<file path="src/rtl/id_ex_stage_pkg.sv">
// Shared encodings and helpers for the decode/execute pipeline register.
package id_ex_stage_pkg;

  localparam int         XLEN_DEF   = 32;
  localparam int         CTRL_W_DEF = 8;
  localparam logic [4:0] REG_ZERO   = 5'd0;

  typedef enum logic [1:0] {
    FWD_REG = 2'b00,
    FWD_MEM = 2'b01,
    FWD_WB  = 2'b10
  } fwd_e;

  // The youngest in-flight writer wins; x0 and unused operands always read the regfile.
  function automatic fwd_e fwd_sel(
    input logic [4:0] src,
    input logic       use_src,
    input logic       ex_valid,
    input logic       ex_reg_write,
    input logic [4:0] ex_rd,
    input logic       mem_reg_write,
    input logic [4:0] mem_rd
  );
    if (!use_src || src == REG_ZERO)                return FWD_REG;
    if (ex_valid && ex_reg_write && ex_rd == src)   return FWD_MEM;
    if (mem_reg_write && mem_rd == src)             return FWD_WB;
    return FWD_REG;
  endfunction

endpackage

</file>
<file path="src/rtl/id_ex_stage_if.sv">
// Decode-side inputs, MEM feedback and registered execute outputs of the ID/EX stage.
interface id_ex_stage_if
  import id_ex_stage_pkg::*;
#(
  parameter int XLEN   = XLEN_DEF,
  parameter int CTRL_W = CTRL_W_DEF
) ();

  logic              id_valid;
  logic [XLEN-1:0]   id_pc;
  logic [4:0]        id_rs1;
  logic [4:0]        id_rs2;
  logic              id_use_rs1;
  logic              id_use_rs2;
  logic [4:0]        id_rd;
  logic [XLEN-1:0]   id_rd1;
  logic [XLEN-1:0]   id_rd2;
  logic [XLEN-1:0]   id_imm;
  logic [CTRL_W-1:0] id_ctrl;
  logic              id_reg_write;
  logic              id_mem_read;
  logic              ex_flush;
  logic              mem_stall;
  logic [4:0]        mem_rd;
  logic              mem_reg_write;

  logic              id_stall;
  logic              ex_valid;
  logic [XLEN-1:0]   ex_pc;
  logic [XLEN-1:0]   ex_rd1;
  logic [XLEN-1:0]   ex_rd2;
  logic [XLEN-1:0]   ex_imm;
  logic [4:0]        ex_rd;
  logic [CTRL_W-1:0] ex_ctrl;
  logic              ex_reg_write;
  logic              ex_mem_read;
  logic [1:0]        ex_fwd_a;
  logic [1:0]        ex_fwd_b;

  modport master (
    output id_valid, id_pc, id_rs1, id_rs2, id_use_rs1, id_use_rs2, id_rd,
           id_rd1, id_rd2, id_imm, id_ctrl, id_reg_write, id_mem_read,
           ex_flush, mem_stall, mem_rd, mem_reg_write,
    input  id_stall, ex_valid, ex_pc, ex_rd1, ex_rd2, ex_imm, ex_rd, ex_ctrl,
           ex_reg_write, ex_mem_read, ex_fwd_a, ex_fwd_b
  );

  modport slave (
    input  id_valid, id_pc, id_rs1, id_rs2, id_use_rs1, id_use_rs2, id_rd,
           id_rd1, id_rd2, id_imm, id_ctrl, id_reg_write, id_mem_read,
           ex_flush, mem_stall, mem_rd, mem_reg_write,
    output id_stall, ex_valid, ex_pc, ex_rd1, ex_rd2, ex_imm, ex_rd, ex_ctrl,
           ex_reg_write, ex_mem_read, ex_fwd_a, ex_fwd_b
  );

endinterface

</file>
<file path="src/rtl/id_ex_stage_hazard.sv">
// Combinational load-use detection, decode stall and next-cycle forwarding selects.
module id_ex_stage_hazard
  import id_ex_stage_pkg::*;
(
  input  logic       id_valid,
  input  logic [4:0] id_rs1,
  input  logic [4:0] id_rs2,
  input  logic       id_use_rs1,
  input  logic       id_use_rs2,
  input  logic       ex_valid,
  input  logic       ex_reg_write,
  input  logic       ex_mem_read,
  input  logic [4:0] ex_rd,
  input  logic       ex_flush,
  input  logic       mem_stall,
  input  logic [4:0] mem_rd,
  input  logic       mem_reg_write,
  output logic       lu,
  output logic       id_stall,
  output fwd_e       fwd_a,
  output fwd_e       fwd_b
);

  always_comb begin
    lu = ex_valid && ex_mem_read && (ex_rd != REG_ZERO) &&
         ((id_use_rs1 && id_rs1 == ex_rd) || (id_use_rs2 && id_rs2 == ex_rd));
    // A taken branch kills the dependent instruction, so it must not stall decode.
    id_stall = mem_stall || (id_valid && lu && !ex_flush);
    fwd_a = fwd_sel(id_rs1, id_use_rs1, ex_valid, ex_reg_write, ex_rd, mem_reg_write, mem_rd);
    fwd_b = fwd_sel(id_rs2, id_use_rs2, ex_valid, ex_reg_write, ex_rd, mem_reg_write, mem_rd);
  end

endmodule

</file>
<file path="src/rtl/id_ex_stage.sv">
// ID/EX pipeline register: flush > mem_stall hold > load-use bubble > capture > bubble.
module id_ex_stage
  import id_ex_stage_pkg::*;
(
  input  logic         clk,
  input  logic         rst,
  id_ex_stage_if.slave b
);

  logic lu;
  fwd_e fwd_a_nxt;
  fwd_e fwd_b_nxt;

  id_ex_stage_hazard u_hazard (
    .id_valid      (b.id_valid),
    .id_rs1        (b.id_rs1),
    .id_rs2        (b.id_rs2),
    .id_use_rs1    (b.id_use_rs1),
    .id_use_rs2    (b.id_use_rs2),
    .ex_valid      (b.ex_valid),
    .ex_reg_write  (b.ex_reg_write),
    .ex_mem_read   (b.ex_mem_read),
    .ex_rd         (b.ex_rd),
    .ex_flush      (b.ex_flush),
    .mem_stall     (b.mem_stall),
    .mem_rd        (b.mem_rd),
    .mem_reg_write (b.mem_reg_write),
    .lu            (lu),
    .id_stall      (b.id_stall),
    .fwd_a         (fwd_a_nxt),
    .fwd_b         (fwd_b_nxt)
  );

  // Bubbles only clear the qualifying controls; payload fields are don't-care.
  always_ff @(posedge clk or posedge rst) begin
    if (rst) begin
      b.ex_valid     <= 1'b0;
      b.ex_pc        <= '0;
      b.ex_rd1       <= '0;
      b.ex_rd2       <= '0;
      b.ex_imm       <= '0;
      b.ex_rd        <= '0;
      b.ex_ctrl      <= '0;
      b.ex_reg_write <= 1'b0;
      b.ex_mem_read  <= 1'b0;
      b.ex_fwd_a     <= FWD_REG;
      b.ex_fwd_b     <= FWD_REG;
    end else if (!b.ex_flush && b.mem_stall) begin
      b.ex_valid     <= b.ex_valid;
    end else if (!b.ex_flush && b.id_valid && !lu) begin
      b.ex_valid     <= 1'b1;
      b.ex_pc        <= b.id_pc;
      b.ex_rd1       <= b.id_rd1;
      b.ex_rd2       <= b.id_rd2;
      b.ex_imm       <= b.id_imm;
      b.ex_rd        <= b.id_rd;
      b.ex_ctrl      <= b.id_ctrl;
      b.ex_reg_write <= b.id_reg_write;
      b.ex_mem_read  <= b.id_mem_read;
      b.ex_fwd_a     <= fwd_a_nxt;
      b.ex_fwd_b     <= fwd_b_nxt;
    end else begin
      b.ex_valid     <= 1'b0;
      b.ex_reg_write <= 1'b0;
      b.ex_mem_read  <= 1'b0;
      b.ex_fwd_a     <= FWD_REG;
      b.ex_fwd_b     <= FWD_REG;
    end
  end

endmodule

</file>
<file path="src/flat_wrapper.sv">
// flat-port wrapper written by rule: the top's interface ports become plain ports
module id_ex_stage_flat import id_ex_stage_pkg::*;
  (clk, rst, b_id_valid, b_id_pc, b_id_rs1, b_id_rs2, b_id_use_rs1, b_id_use_rs2, b_id_rd, b_id_rd1, b_id_rd2, b_id_imm, b_id_ctrl, b_id_reg_write, b_id_mem_read, b_ex_flush, b_mem_stall, b_mem_rd, b_mem_reg_write, b_id_stall, b_ex_valid, b_ex_pc, b_ex_rd1, b_ex_rd2, b_ex_imm, b_ex_rd, b_ex_ctrl, b_ex_reg_write, b_ex_mem_read, b_ex_fwd_a, b_ex_fwd_b);
  id_ex_stage_if #(.XLEN(32), .CTRL_W(8)) b_i ();
  input  logic clk;
  input  logic rst;
  input wire logic [$bits(b_i.id_valid)-1:0] b_id_valid;
  input wire logic [$bits(b_i.id_pc)-1:0] b_id_pc;
  input wire logic [$bits(b_i.id_rs1)-1:0] b_id_rs1;
  input wire logic [$bits(b_i.id_rs2)-1:0] b_id_rs2;
  input wire logic [$bits(b_i.id_use_rs1)-1:0] b_id_use_rs1;
  input wire logic [$bits(b_i.id_use_rs2)-1:0] b_id_use_rs2;
  input wire logic [$bits(b_i.id_rd)-1:0] b_id_rd;
  input wire logic [$bits(b_i.id_rd1)-1:0] b_id_rd1;
  input wire logic [$bits(b_i.id_rd2)-1:0] b_id_rd2;
  input wire logic [$bits(b_i.id_imm)-1:0] b_id_imm;
  input wire logic [$bits(b_i.id_ctrl)-1:0] b_id_ctrl;
  input wire logic [$bits(b_i.id_reg_write)-1:0] b_id_reg_write;
  input wire logic [$bits(b_i.id_mem_read)-1:0] b_id_mem_read;
  input wire logic [$bits(b_i.ex_flush)-1:0] b_ex_flush;
  input wire logic [$bits(b_i.mem_stall)-1:0] b_mem_stall;
  input wire logic [$bits(b_i.mem_rd)-1:0] b_mem_rd;
  input wire logic [$bits(b_i.mem_reg_write)-1:0] b_mem_reg_write;
  output wire logic [$bits(b_i.id_stall)-1:0] b_id_stall;
  output wire logic [$bits(b_i.ex_valid)-1:0] b_ex_valid;
  output wire logic [$bits(b_i.ex_pc)-1:0] b_ex_pc;
  output wire logic [$bits(b_i.ex_rd1)-1:0] b_ex_rd1;
  output wire logic [$bits(b_i.ex_rd2)-1:0] b_ex_rd2;
  output wire logic [$bits(b_i.ex_imm)-1:0] b_ex_imm;
  output wire logic [$bits(b_i.ex_rd)-1:0] b_ex_rd;
  output wire logic [$bits(b_i.ex_ctrl)-1:0] b_ex_ctrl;
  output wire logic [$bits(b_i.ex_reg_write)-1:0] b_ex_reg_write;
  output wire logic [$bits(b_i.ex_mem_read)-1:0] b_ex_mem_read;
  output wire logic [$bits(b_i.ex_fwd_a)-1:0] b_ex_fwd_a;
  output wire logic [$bits(b_i.ex_fwd_b)-1:0] b_ex_fwd_b;
  assign b_i.id_valid = b_id_valid;
  assign b_i.id_pc = b_id_pc;
  assign b_i.id_rs1 = b_id_rs1;
  assign b_i.id_rs2 = b_id_rs2;
  assign b_i.id_use_rs1 = b_id_use_rs1;
  assign b_i.id_use_rs2 = b_id_use_rs2;
  assign b_i.id_rd = b_id_rd;
  assign b_i.id_rd1 = b_id_rd1;
  assign b_i.id_rd2 = b_id_rd2;
  assign b_i.id_imm = b_id_imm;
  assign b_i.id_ctrl = b_id_ctrl;
  assign b_i.id_reg_write = b_id_reg_write;
  assign b_i.id_mem_read = b_id_mem_read;
  assign b_i.ex_flush = b_ex_flush;
  assign b_i.mem_stall = b_mem_stall;
  assign b_i.mem_rd = b_mem_rd;
  assign b_i.mem_reg_write = b_mem_reg_write;
  assign b_id_stall = b_i.id_stall;
  assign b_ex_valid = b_i.ex_valid;
  assign b_ex_pc = b_i.ex_pc;
  assign b_ex_rd1 = b_i.ex_rd1;
  assign b_ex_rd2 = b_i.ex_rd2;
  assign b_ex_imm = b_i.ex_imm;
  assign b_ex_rd = b_i.ex_rd;
  assign b_ex_ctrl = b_i.ex_ctrl;
  assign b_ex_reg_write = b_i.ex_reg_write;
  assign b_ex_mem_read = b_i.ex_mem_read;
  assign b_ex_fwd_a = b_i.ex_fwd_a;
  assign b_ex_fwd_b = b_i.ex_fwd_b;
  id_ex_stage u_core (.clk(clk), .rst(rst), .b(b_i));
endmodule
</file>
<file path="config.mk">
export PLATFORM = sky130hd
export DESIGN_NAME = id_ex_stage_flat
export DESIGN_NICKNAME = d
export VERILOG_FILES = /design/src/rtl/id_ex_stage_pkg.sv /design/src/rtl/id_ex_stage_if.sv /design/src/rtl/id_ex_stage_hazard.sv /design/src/rtl/id_ex_stage.sv /design/src/flat_wrapper.sv
export SDC_FILE = /design/constraint.sdc
export NUM_CORES = 1
export LEC_CHECK = 0
export ABC_AREA = 1
export BUFFER_PORTS_ARGS = -buffer_cell sky130_fd_sc_hd__buf_2
export CAP_MARGIN = 20
export CORE_ASPECT_RATIO = 0.8
export CORE_MARGIN = 4
export CORE_UTILIZATION = 46
export CTS_CLUSTER_SIZE = 25
export DETAILED_ROUTE_END_ITERATION = 10
export PLACE_DENSITY = 0.86
export SKIP_CTS_REPAIR_TIMING = 1
export SYNTH_ARGS = -nofsm -noshare
export SYNTH_HDL_FRONTEND = slang
export SYNTH_HIERARCHICAL = 1
export SYNTH_SLANG_ARGS = --single-unit
</file>
<file path="constraint.sdc">
create_clock -name clk -period 6 [get_ports clk]
set_input_delay 1.2 -clock clk [delete_from_list [all_inputs] [get_ports clk]]
set_output_delay 1.2 -clock clk [all_outputs]
set_load 0.1 [all_outputs]
</file>
==> reports/results.ini, run 1 <==
[worst_setup_path]
crit_path_start_kind=primary input
path_class=in -> reg
r2r_cells=11
cp.buffers_inverters=3
crit_chain=buf_2 -> inv_1 -> nand2_1 -> nand2_1 -> nor2_2 -> nand4_1 -> a21oi_1 -> nor2_4 -> nand2_4 -> buf_4 -> nand2_1 -> nand2_1
reg2reg_from=u_core/b.ex_rd[3]$_DFFE_PP0P_
cp_max_fo=73
slowest_delay_ns=0.70
critPathCaptureType=register
r2r_setup_slack_ns=2.76
critPathTopFamily=simple AND/OR/NAND/NOR gates
crit_arrival_ns=3.97
worst-path-stages=12
reg2reg_to=u_core/b.ex_rd2[16]$_DFFE_PP0P_
cp_common_cell=nand2_1
cpMaxStageDelayCell=nor2_4
worstPathRequired_ns=6.29

[clocking]
cts-root-buf=clkbuf_16
cts_buffers=17
cts.clk_slew.worst_paths_ns=0.06
cts.htree.levels=4
clock_latency_ns=0.41
cts.path.max_buffers=2
clkSinkCount=148
cts_tree=built

[grt]
grtUsageTotal=0.237
grt_max_degree=111
antenna_found_initial=1
grt_first_pass_wirelength_mm=30.0
overflow=0
grt_pass1_vias=5907

[sta]
drv_slew=0
period_needed_ns=3.68
max_freq_mhz=272
period_share=0.614
worstMarginPinSlew_ns=1.13
hold_viol_final=0
fin_skew_ns=0.00909
tns_ns=0
rsz0062_at_grt=false
setup_violations=0
max-slew-margin-rel=0.248

[placed_design]
placedInstanceArea_um2=7880
port_buffers=314
hpwl_mm=12.8
place_congestion=0.950

[route]
wl_per_cell_um=15.2
firstDrtPassIters=5
drt-total-wl_mm=18.6
via_per_inst=5.05
vias=6166
antenna_left=0
drc_errors=0
drt_iter0_markers=479

[hold_path]
timing.hold.worst_endpoint=u_core/b.ex_rd1[3]$_DFFE_PP0P_
worstHoldPathCells=2
hold_path_startpoint=u_core/b.ex_rd1[3]$_DFFE_PP0P_
hp-class=reg -> reg

[cells_and_area]
nets=1192
nFillCells=1128
final_util=0.634
multi_input_area_um2=2260
syn2layout_area_growth_pct=35.4
final-seq-area_um2=3700
fin_area_um2=8560
drive_gt1_frac=0.347

[pwr]
p_total_w=0.00403
vdd_ir_drop_max_mv=0.288
leakage_nw=5.04
p_per_area_nw_per_um2=471

[floorplan]
dieWidth_um=139
rows=38
io_pins=315
fp.dieH_um=113
initial_utilization=0.468
coreArea_um2=13500
dieArea_um2=15700

[yosys]
synthMuxAreaShare=0
synth_edf_count=0
synth_area_per_cell_um2=8.60
netlist_instances=735
async_flop_share=1.00
yosysMostFrequentCell=nand2_1
synth_top_area_share=0.586
ys_types=23
mappedNetlistArea_um2=6320
yosys-top-cells-count=324 x nand2_1, 155 x nand3_1, 148 x dfrtp_1
synthSimpleGateAreaFrac=0.338
synth_ff_type=dfrtp_1
ys_warn_count=6
syn_nets=901
synth.yosys.seq_area_share=0.586
synth_xor_area_frac=0.0111
synthAdderAreaFrac=0
synth_top_family_by_area=simple AND/OR/NAND/NOR gates
synth-seq-cells=148
ys_top_cells_by_area=dfrtp_1 59%, nand2_1 19%, nand3_1 12%
synth_compound_area_frac=0.00653
synth_area_leader_cell=dfrtp_1

[run]
maxCapViolCount=0

[outcome]
outcome=complete, no violations

-- cell usage in the layout (no fill, tap or decap), types with 4 or more instances in the layout --
cell and instances:
buf_2 314, buf_4 4, bufinv_16 5, clkbuf_16 17, clkinvlp_4 4, dfrtp_1 148
inv_1 21, nand2_1 324, nand3_1 155, nor2_1 6, nor3_1 5, xnor2_1 4
xor2_1 4
-- per-layer routing --
layer	up-vias	track usage	routed length, µm
met3	31	0.0790	1750
met5	-	0	0
met4	0	0.0828	414
met1	2878	0.306	7310
li1	2928	-	-
met2	329	0.379	9080
-- registers in the layout, summed over array words and instances (netlist names) --
signal and count:
u_core/b.ex_fwd_b 2, u_core/b.ex_mem_read 1, u_core/b.ex_rd 5, u_core/b.ex_ctrl 8, u_core/b.ex_rd1 32, u_core/b.ex_reg_write 1
u_core/b.ex_rd2 32, u_core/b.ex_imm 32, u_core/b.ex_valid 1, u_core/b.ex_fwd_a 2, u_core/b.ex_pc 32
-- power breakdown --
group	internal [W]	total [W]	switching, W
clock	0.000759	0.00116	0.000406
combinational	0.000220	0.00163	0.00141
sequential	0.00115	0.00124	0.0000918
total	0.00213	0.00403	0.00190
-- metrics by stage --
step / std cells / setup slack (ns) / hold WS [ns]
after floorplan: 735 / 0.820 / 0.974
after global placement: 1186 / 2.02 / 0.449
after detailed placement: 1186 / 1.96 / 0.453
after CTS: 1218 / 2.36 / 0.468
after global routing: 1220 / 2.10 / 0.486
final: 1220 / 2.32 / 0.464
-- tightest hold or removal path, stage by stage (launching register included) --
cell and delay, ns:
dfrtp_1 0.33, nand2_1 0.05, nand2_1 0.05
-- area by class of cell --
class | count | area share
Timing Repair Buffer | 319 | 0.189
Tap cell | 180 | 0.0263
Clock buffer | 19 | 0.0529
Clock inverter | 13 | 0.0238
Antenna cell | 1 | 0.000292
Sequential cell | 148 | 0.433
Inverter | 22 | 0.0102
Multi-Input combinational cell | 518 | 0.265
-- worst max-delay path by stage --
stage           startpoint                              end
2_1_floorplan          rst  u_core/b.ex_ctrl[0]$_DFFE_PP0P_
3_3_place_gp   b_id_rs2[0]    u_core/b.ex_pc[6]$_DFFE_PP0P_
3_5_place_dp   b_id_rs2[0]  u_core/b.ex_rd2[24]$_DFFE_PP0P_
4_1_cts        b_id_rs2[0]  u_core/b.ex_rd2[16]$_DFFE_PP0P_
5_1_grt        b_id_rs1[0]  u_core/b.ex_rd2[16]$_DFFE_PP0P_
6_report       b_id_rs2[0]  u_core/b.ex_rd2[16]$_DFFE_PP0P_
-- cells by family (layout without fill, tap and decap cells) --
group,count (synthesis),in the layout
simple gates,503,503
flops,148,148
buf+inv,69,373
xor+xnor,8,8
compound gates,7,7
other cells,0,1
Power figures use the tool's default switching activity.
==> inputs of run 2 (changes only) <==
CORE_UTILIZATION = 42   (was 46)
PLACE_DENSITY = 0.83   (was 0.86)
clock period = 3.1 ns   (was 6 ns; I/O delays follow)
==> run 2 against run 1 <==
- total power grew 90%
- register-to-register slack lost 1.7 ns
- largest power group unchanged
- final cell count grew 0.49%
- clock power grew 81%
- clock skew shrank 0.0015 ns
- die area grew 8.9%
- critical path depth shrank 3
- global-route usage shrank 1.8 points
==> reports/results.ini, run 2 (synthesized netlist as in run 1, its figures left out) <==
[outcome]
outcome=complete, no violations

[worst_setup_path]
reg2reg_to=u_core/b.ex_imm[16]$_DFFE_PP0P_
critPathCaptureType=output pin
worstPathRequired_ns=2.48  ; -3.81 ns
reg2reg_from=u_core/b.ex_rd[0]$_DFFE_PP0P_
path_class=reg -> out
startpoint=u_core/b.ex_rd[0]$_DFFE_PP0P_
cp_max_fo=6  ; -92%
crit_arrival_ns=1.99  ; -1.98 ns
r2r_setup_slack_ns=1.05  ; -1.71 ns
crit_end=b_id_stall
crit_path_start_kind=register
r2r_cells=11  ; unchanged

[floorplan]
rows=39  ; +2.6%
dieWidth_um=145  ; +4.4%
initial_utilization=0.436  ; -0.0320
io_pins=315  ; unchanged
fp.dieH_um=118  ; +4.3%
dieArea_um2=17100  ; +8.9%
coreArea_um2=14500  ; +7.3%

[grt]
grt_max_degree=86  ; -23%
grtUsageTotal=0.219  ; -0.0181
antenna_found_initial=0  ; -1
grt_pass1_vias=5880  ; -0.46%
grt_first_pass_wirelength_mm=30.6  ; +2.1%
overflow=0  ; unchanged

[pwr]
comb_power_share=0.413  ; +0.010
p_per_area_nw_per_um2=890  ; +89%
pwr-share-seq=0.313  ; +0.005
clkPwrFrac=0.274  ; -0.015
switching_share=0.485  ; +0.0131
switchingPower_w=0.00372  ; +95%
vdd_ir_drop_max_mv=0.737  ; +160%
leakage_nw=5.05  ; +0.37%
cellInternalPower_w=0.00394  ; +85%

[sta]
fin_skew_ns=0.00764  ; -0.00146 ns
rsz0062_at_grt=false
period_needed_ns=2.61
setup_violations=0  ; unchanged
drv_slew=0  ; unchanged
period_share=0.843
hold_viol_final=0  ; unchanged
tns_ns=0  ; unchanged
max-slew-margin-rel=0.600  ; +0.353
worstMarginPinSlew_ns=0.597  ; -0.531 ns
max_freq_mhz=382

[cells_and_area]
nets=1195  ; +0.25%
most-common-layout-cells=324 x nand2_1, 314 x buf_2, 155 x nand3_1
final-seq-area_um2=3700  ; unchanged
syn2layout_area_growth_pct=36.2
nFillCells=1246  ; +10%
drive_gt1_frac=0.347  ; about the same
layout_commonest_cell=nand2_1
diodes=0  ; -1
multi_input_area_um2=2260  ; unchanged
final_cells=1226  ; +0.49%

[route]
antenna_left=0  ; unchanged
drt-total-wl_mm=18.9  ; +1.7%
drt_iter0_markers=323  ; -33%
via_per_inst=4.91  ; -2.9%
vias=6014  ; -2.5%
wl_per_cell_um=15.4  ; +1.2%
drc_errors=0  ; unchanged
firstDrtPassIters=5  ; unchanged

[placed_design]
dp.cells=1194  ; +0.67%
port_buffers=314  ; unchanged
place_congestion=0.841  ; -11%
hpwl_mm=13.5  ; +4.9%

[clocking]
cts.clk_slew.worst_paths_ns=0.06  ; about the same
cts_buffers=17  ; unchanged
cts.path.max_buffers=2  ; unchanged
cts-root-buf=clkbuf_16
cts.htree.levels=4  ; unchanged
cts_tree=built
clock_latency_ns=0.41  ; about the same
clkSinkCount=148  ; unchanged

[hold_path]
hp-class=in -> async

[run]
maxCapViolCount=0  ; unchanged

==> run 2: metrics by stage <==
step	total power (W)	utilization	instance area, µm²	setup WS [ns]	hold WS (ns)
after floorplan	0.00499	-	6330	0.226	0.758
after global placement	0.00556	0.552	8000	0.711	0.449
after detailed placement	0.00560	0.552	8000	0.668	0.453
after CTS	0.00772	0.594	8610	0.480	0.341
after global routing	0.00796	0.594	8610	0.343	0.364
final	0.00766	0.594	8610	0.485	0.333
==> run 2: power by group through the flow <==
stage	Clock (W)	Sequential, W	Combinational [W]
final	0.00210	0.00240	0.00317
after global routing	0.00224	0.00243	0.00329
after CTS	0.00214	0.00240	0.00318
after detailed placement	0	0.00242	0.00318
after global placement	0	0.00242	0.00315
after floorplan	0	0.00459	0.000407
==> run 2: worst min-delay path by stage <==
stage | from | cells past startpoint | end
after global routing | rst | 3 | u_core/b.ex_rd1[28]$_DFFE_PP0P_
after CTS | rst | 3 | u_core/b.ex_rd1[20]$_DFFE_PP0P_
after global placement | u_core/b.ex_rd2[1]$_DFFE_PP0P_ | 2 | u_core/b.ex_rd2[1]$_DFFE_PP0P_
after floorplan | b_id_mem_read | 2 | u_core/b.ex_mem_read$_DFFE_PP0N_
after detailed placement | u_core/b.ex_rd1[24]$_DFFE_PP0P_ | 2 | u_core/b.ex_rd1[24]$_DFFE_PP0P_
final | rst | 3 | u_core/b.ex_rd1[28]$_DFFE_PP0P_
==> run 2: final cells by class <==
cell class,count,area share
flip-flops and latches,148,0.430
multi-input cells,518,0.263
repair buffers,322,0.200
clock buffers,19,0.0503
well taps,184,0.0267
clock inverters,13,0.0202
inverters,22,0.0100
==> run 2: worst max-delay path, stage by stage (launching register included) <==
cell and delay [ns]:
dfrtp_1 0.47, inv_1 0.10, nand2_1 0.07, nand2_1 0.06
nor2_2 0.10, nand4_1 0.13, nand2_1 0.11, nand3_1 0.07
nand2_1 0.06, buf_2 0.42
==> run 2: routing by layer <==
layer | share of wire | GRT usage
met5 | 0 | 0
met3 | 0.089 | 0.0770
met1 | 0.40 | 0.270
met2 | 0.50 | 0.370
met4 | 0.011 | 0.0569
